<file path="src/rtl/fft_pkg.sv">
// fft_pkg
//   Shared definitions for the FFT input front-end.
//   LANES     : number of register-bank lanes filled per quad
//   state_t   : loader FSM state encoding
//   onehot4() : lane index -> one-hot register-bank write enable
package fft_pkg;

    localparam int LANES = 4;

    localparam logic [1:0] ENC_IDLE   = 2'd0;
    localparam logic [1:0] ENC_FILL   = 2'd1;
    localparam logic [1:0] ENC_SETTLE = 2'd2;
    localparam logic [1:0] ENC_HOLD   = 2'd3;

    typedef enum logic [1:0] {
        IDLE   = ENC_IDLE,
        FILL   = ENC_FILL,
        SETTLE = ENC_SETTLE,
        HOLD   = ENC_HOLD
    } state_t;

    function automatic logic [LANES-1:0] onehot4(input logic [1:0] lane);
        onehot4 = 4'b0001 << lane;
    endfunction

endpackage

</file>
<file path="src/rtl/fft_quad_loader.sv">
// fft_quad_loader
//   Input front-end of the FFT. Takes complex samples over valid/ready,
//   steers each one into a 4-lane register bank, offers each complete quad
//   to the radix-4 butterfly and waits for its acknowledge. Tracks the quad
//   position inside the frame and flags frame misalignment.
//
// Ports
//   clk         in   system clock, all state on the rising edge
//   reset       in   synchronous active-high reset
//   in_valid    in   upstream sample valid
//   in_data     in   complex sample {re, im}, 2*bits wide
//   in_first    in   marks in_data as sample 0 of a frame
//   in_ready    out  loader accepts a sample this cycle
//   rb_enable   out  one-hot register-bank lane write enable (registered)
//   rb_data     out  sample for the register bank (registered)
//   quad_valid  out  register bank holds a complete quad
//   quad_ready  in   butterfly acknowledge, only looked at in HOLD
//   group_idx   out  index of the quad being filled / offered
//   frame_done  out  one-cycle pulse after the last quad of a frame is acked
//   sync_err    out  sticky: in_first seen in the middle of a frame
//
// State    | meaning
// ---------+--------------------------------------------------------------
// IDLE     | waiting for in_first; samples without it are dropped
// FILL     | accepting samples into lanes 0..3 of the current quad
// SETTLE   | lane-3 write is landing in the register bank, no accept
// HOLD     | quad offered to the butterfly until quad_ready
module fft_quad_loader
    import fft_pkg::*;
#(
    parameter int fix_bit = 7,
    parameter int bits    = 16,
    parameter int POINTS  = 32,
    localparam int GROUPS = POINTS / LANES,
    localparam int GW     = (GROUPS > 1) ? $clog2(GROUPS) : 1
) (
    input  logic              clk,
    input  logic              reset,
    input  logic              in_valid,
    input  logic [2*bits-1:0] in_data,
    input  logic              in_first,
    output logic              in_ready,
    output logic [LANES-1:0]  rb_enable,
    output logic [2*bits-1:0] rb_data,
    output logic              quad_valid,
    input  logic              quad_ready,
    output logic [GW-1:0]     group_idx,
    output logic              frame_done,
    output logic              sync_err
);

    // fix_bit only describes the number format carried through; it must
    // still make sense for the chosen sample width.
    if (fix_bit < 0 || fix_bit >= bits) begin : g_bad_fix_bit
        $error("fft_quad_loader: fix_bit must lie in [0, bits)");
    end
    if (POINTS < LANES || (POINTS % LANES) != 0) begin : g_bad_points
        $error("fft_quad_loader: POINTS must be a positive multiple of 4");
    end

    state_t              state, state_n;
    logic [1:0]          lane, lane_n;
    logic [GW-1:0]       group_n;
    logic [LANES-1:0]    enable_n;
    logic [2*bits-1:0]   data_n;
    logic                quad_valid_n;
    logic                frame_done_n;
    logic                sync_err_n;
    logic                accept;
    logic                last_group;
    logic                mid_frame;

    assign in_ready   = (state == IDLE) || (state == FILL);
    assign accept     = in_valid & in_ready;
    assign last_group = (group_idx == GW'(GROUPS - 1));
    // In FILL, lane 0 of group 0 is the only position where in_first is
    // legal; IDLE always leaves with lane 1 so this mostly catches re-starts.
    assign mid_frame  = (lane != 2'd0) || (group_idx != '0);

    always_ff @(posedge clk) begin
        if (reset) begin
            state      <= IDLE;
            lane       <= 2'd0;
            group_idx  <= '0;
            rb_enable  <= '0;
            rb_data    <= '0;
            quad_valid <= 1'b0;
            frame_done <= 1'b0;
            sync_err   <= 1'b0;
        end else begin
            state      <= state_n;
            lane       <= lane_n;
            group_idx  <= group_n;
            rb_enable  <= enable_n;
            rb_data    <= data_n;
            quad_valid <= quad_valid_n;
            frame_done <= frame_done_n;
            sync_err   <= sync_err_n;
        end
    end

    always_comb begin
        state_n      = state;
        lane_n       = lane;
        group_n      = group_idx;
        enable_n     = '0;
        data_n       = rb_data;
        quad_valid_n = quad_valid;
        frame_done_n = 1'b0;
        sync_err_n   = sync_err;

        case (state)
            IDLE: begin
                if (accept && in_first) begin
                    enable_n = onehot4(2'd0);
                    data_n   = in_data;
                    lane_n   = 2'd1;
                    group_n  = '0;
                    state_n  = FILL;
                end
            end

            FILL: begin
                if (accept) begin
                    data_n = in_data;
                    if (in_first && mid_frame) begin
                        // Realign on the new frame; lanes already written for
                        // the abandoned quad are simply overwritten later.
                        sync_err_n = 1'b1;
                        enable_n   = onehot4(2'd0);
                        lane_n     = 2'd1;
                        group_n    = '0;
                    end else begin
                        enable_n = onehot4(lane);
                        if (lane == 2'd3) begin
                            lane_n  = 2'd0;
                            state_n = SETTLE;
                        end else begin
                            lane_n = lane + 2'd1;
                        end
                    end
                end
            end

            SETTLE: begin
                state_n      = HOLD;
                quad_valid_n = 1'b1;
            end

            HOLD: begin
                if (quad_ready) begin
                    quad_valid_n = 1'b0;
                    if (last_group) begin
                        frame_done_n = 1'b1;
                        group_n      = '0;
                        state_n      = IDLE;
                    end else begin
                        group_n = group_idx + GW'(1);
                        state_n = FILL;
                    end
                end
            end

            default: begin
                state_n = IDLE;
            end
        endcase
    end

endmodule

</file>
<file path="config.mk">
export PLATFORM = sky130hd
export DESIGN_NAME = fft_quad_loader
export DESIGN_NICKNAME = d
export VERILOG_FILES = /design/src/rtl/fft_pkg.sv /design/src/rtl/fft_quad_loader.sv
export SDC_FILE = /design/constraint.sdc
export NUM_CORES = 1
export LEC_CHECK = 0
export CAP_MARGIN = 20
export CORE_MARGIN = 10
export CORE_UTILIZATION = 38
export DETAILED_ROUTE_END_ITERATION = 10
export PLACE_DENSITY = 0.76
export SYNTH_ARGS = -nofsm -noshare
export SYNTH_HDL_FRONTEND = slang
export SYNTH_SLANG_ARGS = --single-unit
</file>
<file path="constraint.sdc">
create_clock -name clk -period 1.9 [get_ports clk]
set_clock_uncertainty 0.2 [all_clocks]
set_input_delay 0.38 -clock clk [delete_from_list [all_inputs] [get_ports clk]]
set_output_delay 0.38 -clock clk [all_outputs]
set_load 0.1 [all_outputs]
</file>
==> results.md, run 1 <==
- Status: finished with violations
- Failing checks: negative setup slack
- Commonest non-fill, non-tap cell in the layout: nand2_1
- Buffers & Inverters on Critical Path: 1
- RSZ-0062 raised after global routing: yes
- #FFs+latches synth: 46
- First-pass GRT wire length: between 9 and 10 mm
- CP max stage cell: or4_4
- # IOs: 80
- Place WS: -0.266 ns
- Synth Area per Inst: about 8.4 sq um
- GR Util All Layers: ~14%
- Top area cells in the synthesized netlist: dfxtp_1 (49%), nand2_1 (14%), a21oi_1 (9.3%)
- Largest stage delay on the critical path: between 0.5 and 0.6 ns
- Setup CP Type: in2reg
- Htree depth: 2
- Worst-Margin Slew: 0.367 ns
- Hold Buf Count CTS: 0
- Fill count: around 340
- Remaining global-route overflow: 0
- CP Cell Sequence: clkdlybuf4s50_1 > nand2b_4 > o2111ai_4 > or4_4 > o31ai_4
- Yosys warns: 0
- Layout cell share with drive strength beyond 1: 29.5%
- Area growth syn-to-layout: 89.2%
- CTS tree: done
- Port-buffer cells: between 70 and 80
- Slew headroom: 75.5%
- NumNets Final: about 370
- Final hold vios: 0
- Post-synthesis sequential area ratio: between 40% and 50%
- Max layer used: met4
- Pleak: around 1.4 nW
- Fin crit share: 101%
- Worst Slack Setup Final: -0.0220 ns
- Num CTS Buffers: 5
- Final wirelength: 6.16 mm
- Largest net degree at the start of global routing: 23
- Most frequent cells in the layout: nand2_1 (68), buf_12 (45), dfxtp_1 (40), a21oi_1 (35), clkdlybuf4s50_1 (35)
- Reg clk slew, reported paths: 0.08 ns
- Starting density of the core: slightly below 40%
- Via density: between 4 and 5
- Placed Cells: between 300 and 400
- CTS Sinks: 46
- Fmax achieved: 520 MHz
- Routed length on met3: about 510 um
- Vias in the first global route: 1981
- Chip Width: between 90 and 100 um
- Starting DRT DRC Count: 87
- Root Buffer: clkbuf_8
- N_diodes: 0
- Crit path required time: between 1.5 and 2 ns
- Worst Setup End Kind: flip-flop
- Peak VDD IR: between 700 and 800 uV
- Initial DRT Pass Iterations: 4
- Max_cap viols: 0
- Synthesized netlist cell count: roughly 230
- Core Region: between 0.004 and 0.005 sq mm
- Largest delay share family, worst path: simple AND/OR/NAND/NOR gates
- FP Rows: 25
- Wire length per cell: about 16 um
- Final instance count without filler cells: roughly 390
- Netlist Area Pre-Place: ~0.0019 sq mm
- Syn_nets: 274
- Worst skew pair latency: 0.29 ns
- Final antenna-violating net count: 0
- PwrDens: 1140 mW/mm^2
- Count of final setup violators: 3
- Final worst path period need: 1.92 ns
- Fin. max-slew vios: 0
- Tightest Hold Check Type: in2reg
- Post-synth top area share: 48.9%
- Critical Path Fanout Max: 7
- Vias: around 1900
- Die extent in y: around 90 um
- Dpl hpwl: about 4.5 mm
- DR WL met2: 3.12 mm
- Gpl congestion: ~0.85
- CP Launch Type: primary input
- CP arrival: 1.92 ns
- Die area: 0.00818 sq mm
- Initial antenna violation count: 0
- Final Util: about 75%
- Count of cell types in the netlist: 29
- Cell taking the most area after synthesis: dfxtp_1
- CTS Buffer Depth: 2
- DRC violations left: 0
- Metal-1 WL: around 2.4 mm
==> stage by stage <==
stage	cell area (sq um)	setup TNS (ns)	power, mW	hold slack (ns)
final	3560	-0.0482	4.07	0.290
after global routing	3560	-0.238	4.25	0.289
after CTS	3430	-0.0451	3.90	0.295
after detailed placement	3290	-5.56	3.18	0.283
after global placement	3290	-4.24	3.15	0.279
after floorplan	1890	0	2.37	0.265
==> cell type report <==
class / count / area, sq um / share of cell area, %
timing repair buffer: 100 / 1410 / 39.7
multi-input combinational: 157 / 985 / 27.6
sequential: 46 / 936 / 26.3
clock buffer: 7 / 108 / 3.02
tap: 67 / 83.8 / 2.35
inverter: 9 / 38.8 / 1.09
==> path summary, 6_finish.rpt <==
check	from	endpoint	slack (ns)	cells past startpoint
max	in_valid	state[0]	-0.02	5
min	in_first	sync_err	0.29	3
max reg2reg	lane[0]	state[1]	0.03	6
min reg2reg	rb_data[13]	rb_data[13]	0.29	2
==> worst min-delay path: stages <==
cell,delay [ns]
dlymetal6s2s_1,0.15
a41oi_1,0.13
nor2_1,0.09
==> report_power, final <==
| part | leakage (nW) | internal [mW] | total [mW] | switching (mW) |
|---|---|---|---|---|
| combinational | 0.969 | 0.845 | 2.17 | 1.33 |
| clock | 0.0555 | 0.368 | 0.683 | 0.315 |
| sequential | 0.378 | 1.09 | 1.22 | 0.129 |
==> synth_stat cells (all sizes together) <==
library cell	number
nand3	3
nand4	1
nor2b	4
o31ai	2
a21oi	35
a41oi	1
o2111ai	1
or4b	1
a21boi	1
and3	3
clkbuf	6
nand2	69
and4b	1
or4	1
buf	7
or2	1
mux2	1
dfxtp	46
o311ai	3
nor2	5
nor3	2
a221oi	1
and2	1
nand3b	1
a311oi	1
nand2b	3
o41ai	3
inv	9
ha	12
==> registers in the layout (all words and copies together) (netlist names) <==
| register | flops |
|---|---|
| rb_data | 32 |
| quad_valid | 1 |
| group_idx | 3 |
| frame_done | 1 |
| lane | 2 |
| sync_err | 1 |
| state | 2 |
| rb_enable | 4 |
==> cell families after synthesis <==
group / synth area share, %
AND/OR/NAND/NOR: 22.2
flip-flops: 48.9
AO/OA/AOI/OAI: 15.5
multiplexers: 0.598
adder cells (fa/ha/maj): 7.97
buffers and inverters: 4.85
==> layer usage <==
metal	vias to the layer above	global-route usage, %
li1	941	-
met3	9	6.57
met4	0	4.77
met2	64	24.3
met5	-	0
met1	902	15.4
==> repair_timing <==
action | CTS | global route
endpoints found under the setup margin | 36 | 40
resized for setup | 8 | 24
pin swaps | 1 | 1
buffers inserted | 0 | 4
Power figures use the tool's default switching activity.
==> run 2: changes to the inputs <==
--- a/config.mk
+++ b/config.mk
@@ -6,9 +6,10 @@
 export NUM_CORES = 1
 export LEC_CHECK = 0
 export CAP_MARGIN = 20
-export CORE_MARGIN = 10
+export CORE_MARGIN = 2
 export CORE_UTILIZATION = 38
 export DETAILED_ROUTE_END_ITERATION = 10
+export GPL_ROUTABILITY_DRIVEN = 0
 export PLACE_DENSITY = 0.76
 export SYNTH_ARGS = -nofsm -noshare
 export SYNTH_HDL_FRONTEND = slang
==> results.md, run 2 (synthesized netlist as in run 1, its figures left out) <==
- FP Rows: 25
- Remaining global-route overflow: 0
- CP arrival: approximately 1.3 ns
- Final worst path period need: approximately 1.9 ns
- N_diodes: 0
- Max_cap viols: 0
- Pleak: ~1.3 nW
- Final antenna-violating net count: 0
- Crit Reg-Reg Endpoint: state[1]
- Layout cell share with drive strength beyond 1: 27.2%
- Crit path required time: roughly 1.3 ns
- Switching part of the total: between 40 and 50%
- Fin. max-slew vios: 0
- Worst Slack Setup Final: about 0.011 ns
- Reg clk slew, reported paths: ~0.08 ns
- Htree depth: 2
- Slew headroom: around four fifths
- Peak VDD IR: 737 uV
- Root Buffer: clkbuf_8
- Most frequent cells in the layout: nand2_1 (68), buf_12 (43), dfxtp_1 (41), clkdlybuf4s50_1 (36), a21oi_1 (34)
- Fin crit share: just under 100%
- CTS tree: done
- Flop-to-flop setup slack: approximately 0.05 ns
- Reg2Reg Depth: 6
- Largest stage delay on the critical path: 0.39 ns
- CTS Sinks: 46
- DRC violations left: 0
- Clock network power share: ~15%
- Largest net degree at the start of global routing: 23
- Dpl hpwl: ~3.7 mm
- Fmax achieved: 529 MHz
- CTS Buffer Depth: 2
- Comb pwr share: 53.2%
- Worst Setup End Kind: primary output
- Largest delay share family, worst path: flip-flops
- Die area: roughly 0.0055 sq mm
- First-pass GRT wire length: ~7.9 mm
- # IOs: 80
- Status: complete, no violations
- Core Region: between 0.004 and 0.005 sq mm
- GR Util All Layers: between 10% and 20%
- Switch Pwr: 1.67 mW
- Worst-Margin Slew: about 0.32 ns
- Final hold vios: 0
- Hold path depth: 2
- Initial DRT Pass Iterations: 4
- RSZ-0062 raised after global routing: yes
- Chip Width: between 70 and 80 um
- Power Internal: between 2 and 2.5 mW
- Seq pwr share: roughly a third
- CP Cell Sequence: inv_4 > ha_4 > or2_4 > buf_12
- Min-delay src: rb_data[6]
- Pwr Total: between 3 and 4 mW
- Final wirelength: between 4 and 5 mm
- NumNets Final: ~370
- Starting density of the core: approximately two fifths
- Num CTS Buffers: 5
- Via density: 4.84
- Die extent in y: about 74 um
- Largest register FFs: 32
- Place WS: -0.252 ns
- Reg2reg start: state[0]
- Final Util: slightly above 70%
- Wire length per cell: 13.0 um
- Port-buffer cells: 79
- Commonest non-fill, non-tap cell in the layout: nand2_1
- Setup CP Type: reg2out
- CP max stage cell: dfxtp_4
- Count of final setup violators: 0
- Worst hold slack: a little under 0.3 ns
- Worst skew pair latency: around 0.29 ns
- Area growth syn-to-layout: 83.5%
- Buffers & Inverters on Critical Path: 2
- Vias in the first global route: about 1800
- Regs by FF count: rb_data (32), rb_enable (4), group_idx (3)
- Critical Path Fanout Max: 4
- CP Launch Type: flip-flop
- Initial antenna violation count: 0
- Starting DRT DRC Count: 108
- Tightest Hold Check Type: reg2reg
- Vias: approximately 1900
- Hold path endpoint: rb_data[6]
- PwrDens: 1100 mW/mm^2
- Biggest register: rb_data
run 2: cell types whose count changed in the layout (fill, tap and decap cells not counted), sizes merged:
cell           before  now
clkdlybuf4s50      35   36
dlymetal6s2s        1    0
clkbuf              7    6
buf                64   62
run 2: routing by layer:
metal | track usage, % | wire length [um] | vias up
met2 | 29.2 | 2430 | 66
met3 | 6.91 | 398 | 9
met5 | 0 | 0 | -
li1 | - | - | 938
met4 | 7.54 | 79 | 0
met1 | 22.6 | 2050 | 842
run 2: final cells by class:
class	instances	area (sq um)
repair buffers	98	1380
clock buffers	6	82.6
multi-input cells	157	942
inverters	9	38.8
well taps	67	83.8
fillers	365	1300
flip-flops and latches	46	935
run 2: power groups by stage:
| stage | sequential [mW] | clock (mW) | combinational (mW) |
|---|---|---|---|
| floorplan | 1.90 | 0 | 0.471 |
| global placement | 1.22 | 0 | 1.89 |
| detailed placement | 1.22 | 0 | 1.91 |
| CTS | 1.21 | 0.595 | 1.96 |
| global route | 1.23 | 0.631 | 2.13 |
| finish | 1.21 | 0.573 | 2.03 |
run 2: how the worst max path moves through the flow:
stage / startpoint / to / depth (start not counted)
3_5_place_dp: in_first / state[1] / 5
4_1_cts: state[0] / in_ready / 4
3_3_place_gp: in_first / state[0] / 5
6_report: state[0] / in_ready / 4
2_1_floorplan: group_idx[0] / group_idx[2] / 7
5_1_grt: state[1] / in_ready / 4
run 2: stage by stage:
stage          std cells  area, sq um  TNS (ns)
2_1_floorplan        225         1890         0
3_3_place_gp         375         3270     -2.84
3_5_place_dp         375         3270     -3.61
4_1_cts              382         3390   -0.0202
5_1_grt              383         3460   -0.0709
6_report             383         3460         0
run 2: worst register-to-register path, stage by stage (launching register included):
cell,delay (ns)
dfxtp_4,0.37
buf_4,0.15
ha_4,0.17
nand2b_4,0.08
o2111ai_4,0.15
or4b_1,0.56
o31ai_1,0.08
run 2: what timing repair did:
action	in CTS	in global routing
pin swaps	1	3
setup buffers	1	1
endpoints found under the setup margin	8	40
hold buffers	0	0
gates resized for setup	9	14
==> edit 1 (config.mk and constraints of run 2) <==
Make the reset (`reset`) asynchronous in one clocked block. Comments in the files are not updated.
--- a/src/rtl/fft_quad_loader.sv
+++ b/src/rtl/fft_quad_loader.sv
@@ -77,7 +77,7 @@
     // legal; IDLE always leaves with lane 1 so this mostly catches re-starts.
     assign mid_frame  = (lane != 2'd0) || (group_idx != '0);
 
-    always_ff @(posedge clk) begin
+    always_ff @(posedge clk or posedge reset) begin
         if (reset) begin
             state      <= IDLE;
             lane       <= 2'd0;
Formal check against the unedited RTL: differs if reset is asserted again (counterexample within 4 cycles, from zero or initial values and one cycle with reset high); with reset held inactive, the same outputs for 10 cycles.
==> edit 1 against run 2 <==
The run now ends with negative setup slack left. Sequential cell count unchanged. Worst setup slack worse by 140 ps. Non-clock buffer count up 13. Final area up 14%. Utilization up 4.3 points. Routed wire length up 25%. Die area up 7.0%. Critical endpoint is now rb_data[0]$_DFFE_PP0P_. Highest routed layer unchanged. Synthesized area up 7.4%. Largest cell class unchanged. Worst hold slack worse by 39 ps. Count of clock-buffer cells in the layout down 1.
Power is not shown: default switching activity piles up to over one toggle a cycle in this logic, so the estimate is an artifact.
==> edit 1: results (changes against run 2) <==
- Status: finished, violations left
- Violated checks: negative setup slack
- Hold Path Class: primary input to asynchronous set/reset pin
- Final Non-Filler Cells: 330 (-14%)
- Max transition margin: 81.2% (+2.6 points)
- # setup viols final: 39 (+39)
- Average routed wire per standard cell: 18.8 um (+45%)
- Dpl cells: 317 (-15%)
- Syn Inst Count: 145 (-36%)
- CP max stage delay: 460 ps (+70 ps)
- Synth top area cells: dfrtp_1 57%, mux2_1 17%, ha_1 7.4%
- Setup TNS: -3720 ps (-3720 ps)
- First-pass GRT wire length: 9380 um (+19%)
- Placement Setup Slack: -321 ps (-69.0 ps)
- Dpl hpwl: 3730 um (+1.1%)
- Crit Path Class: flip-flop to flip-flop
- Slowest cell on crit path: dfrtp_2
- Iteration-0 DRC Markers: 77 (-29%)
- Leading register cell type out of synthesis: dfrtp_1
- Post-layout net count: 309 (-16%)
- Post_cts resized: 38 (+29)
- Worst setup margin: -127 ps (-138 ps)
- Yosys cell types: 27 (-6.9%)
- Complex-gate fraction of the synthesized area: 4.70% (-11 points)
- Sequential-to-total area share from yosys stat: 56.9% (+8.0 points)
- Final hold slack: 251 ps (-39.2 ps)
- RR Endpoint: rb_data[0]$_DFFE_PP0P_
- Largest net degree at the start of global routing: 47 (+100%)
-- edit 1: changes by cell type in the layout (fill, tap and decap cells not counted), moves of 4 or more --
cell / change
mux2_4: +36
a21oi_1: -33
dfxtp_1: -41
dfrtp_1: +42
buf_12: +4
nand2_1: -63
buf_4: +5
-- edit 1: area by class of cell --
| type | instances | area, sq um |
|---|---|---|
| Timing Repair Buffer | 111 | 1580 |
| Tap cell | 70 | 87.6 |
| Clock buffer | 5 | 68.8 |
| Multi-Input combinational cell | 86 | 1020 |
| Sequential cell | 46 | 1160 |
| Clock inverter | 2 | 10.0 |
| Inverter | 10 | 37.5 |
| Fill cell | 320 | 1180 |
-- edit 1: routing by layer --
layer	wire (um)	GRT usage, %	up-vias	part of all wire (%)
met1	2480	25.8	792	40
met2	3290	35.9	60	53
li1	-	-	726	-
met5	0	0	-	0
met3	384	5.53	4	6.2
met4	45	3.75	0	0.73
==> edit 2 (settings of run 2) <==
Without the edit above. Set the parameter `bits` to 32 (it was 16).
--- a/src/rtl/fft_quad_loader.sv
+++ b/src/rtl/fft_quad_loader.sv
@@ -29,7 +29,7 @@
     import fft_pkg::*;
 #(
     parameter int fix_bit = 7,
-    parameter int bits    = 16,
+    parameter int bits    = 32,
     parameter int POINTS  = 32,
     localparam int GROUPS = POINTS / LANES,
     localparam int GW     = (GROUPS > 1) ? $clog2(GROUPS) : 1
Interface: changed (resized in_data and rb_data); port bits go from 80 to 144. The function was not compared with the original's and may differ.
==> edit 2 against run 2 <==
Critical endpoint unchanged. Routed wire length grew 81%. Die area grew 55%. Critical path depth is the same. The flow now finishes with violations (negative setup slack). Synthesized area grew 58%. Final cell count grew 63%. Final area grew 65%. Total power grew 78%. Sequential cell count grew 32. Sequential power grew 71%. Worst setup slack lost 76 ps.
==> edit 2: results (changes against run 2) <==
- Hold Path Class: primary input to flip-flop
- Clock-cell share of area: 3.48% (+1.1 points)
- Clk_lat worst skew: 330 ps (+40 ps)
- Yosys cell types: 32 (+10%)
- CTS Sinks: 78 (+70%)
- Fraction of layout cells with a size suffix above 1: 25.0% (-2.3 points)
- # setup viols final: 3 (+3)
- Crit path DAT: 1390 ps (+80 ps)
- Pint: 3810 uW (+78%)
- Top cells by count, synth: 133 x nand2_1, 78 x dfxtp_1, 67 x a21oi_1
- Via count: 2984 (+61%)
- Iteration-0 DRC Markers: 68 (-37%)
- Violated checks: negative setup slack
- I/O Buffers: 143 (+81%)
- Buffer share of cell area: 42.5% (+2.7 points)
- H-tree Lvls: 3 (+1)
- Crit-path max FO: 4 (unchanged)
- Sequential-to-total area share from yosys stat: 52.3% (+3.4 points)
- Post-Route Utilization: 74.3% (+1.6 points)
- First-pass GRT wire length: 14500 um (+84%)
- CP delay by family, top: flip-flops
- Root buf cell: clkbuf_8
- Worst setup margin: -65.6 ps (-76.4 ps)
- Signal buffers: 165 (+68%)
- Multi-input comb cells: 253 (+61%)
- Register area: 1580 sq um (+69%)
- Filler Cell Count: 551 (+51%)
- Placement Setup Slack: -262 ps (-9.75 ps)
- Cell Area, Placed: 5380 sq um (+65%)
- Mapped Area: 2990 sq um (+58%)
- TritonCTS Buffers: 9 (+4)
- Static Leak: 0.00223 uW (+66%)
- Average routed wire per standard cell: 14.4 um (+11%)
- Max reg flops: 64 (+100%)
- Synth Net Count: 444 (+62%)
- Initial antenna violation count: 0 (unchanged)
- Status: finished, violations left
- Largest net degree at the start of global routing: 42 (+83%)
- Regs by FF count: rb_data x64, rb_enable x4, group_idx x3
- Setup TNS: -81.6 ps (-81.6 ps)
- Detailed Routing Iterations Pass 1: 6 (+2)
- WL final: 8980 um (+81%)
- Syn Inst Count: 363 (+61%)
- Multi-input combinational area share: 23.6% (-3.7 points)
- Synth top area cells: dfxtp_1 52%, nand2_1 17%, a21oi_1 11%
- Worst-case vdd ir drop: 0.633 mV (-14%)
- Total GRT Usage: 21.0% (+2.5 points)
- Dpl hpwl: 6420 um (+74%)
- Max transition margin: 76.0% (-2.6 points)
- Post-layout net count: 597 (+63%)
- Antenna cells: 0 (unchanged)
- # clk buffers: 12 (+6)
[edit 2: worst register-to-register path: stages (launching register included)]
cell       delay (ps)
dfxtp_2           330
buf_4             140
ha_1              190
or2b_2            180
o2111ai_4         160
or4b_1            550
o31ai_1            80
[edit 2: cell families after synthesis]
group / after synthesis / synth area share [%]
muxes: 1 / 0.377
and+or+nand+nor: 160 / 22.2
adders and majority gates: 12 / 5.03
buffers and inverters: 32 / 4.94
AOI/OAI and AO/OA: 80 / 15.1
DFF: 78 / 52.3
[edit 2: routing by layer]
metal,track usage (%),vias up,share of wire (%)
li1,-,1500,-
met1,23.8,1385,39
met2,37.3,93,52
met3,7.49,6,7.5
met4,5.64,0,0.87
met5,0,-,0
[edit 2: repair_timing]
action | 4_1_cts | 5_1_grt
hold buffers | 0 | 0
pin swaps | 1 | 0
resized for setup | 13 | 6
gates cloned | 0 | 2
setup buffers | 1 | 0
setup endpoints to repair | 70 | 47
[edit 2: final timing paths]
kind	from	to	slack (ps)	cells past startpoint
setup / recovery	state[0]$_SDFFE_PP0P_	in_ready	-70	4
hold / removal	reset	frame_done$_SDFF_PP0_	140	2
setup reg to reg	state[1]$_SDFFE_PP0P_	state[1]$_SDFFE_PP0P_	-10	6
hold reg to reg	rb_data[38]$_SDFFE_PP0P_	rb_data[38]$_SDFFE_PP0P_	290	2
[edit 2: power by group through the flow]
stage	clock network, uW	logic (uW)	registers (uW)
global route	1360	3620	2100
CTS	1280	3410	2070
finish	1250	3470	2070
detailed placement	0	3330	2100
floorplan	0	662	3380
global placement	0	3270	2090
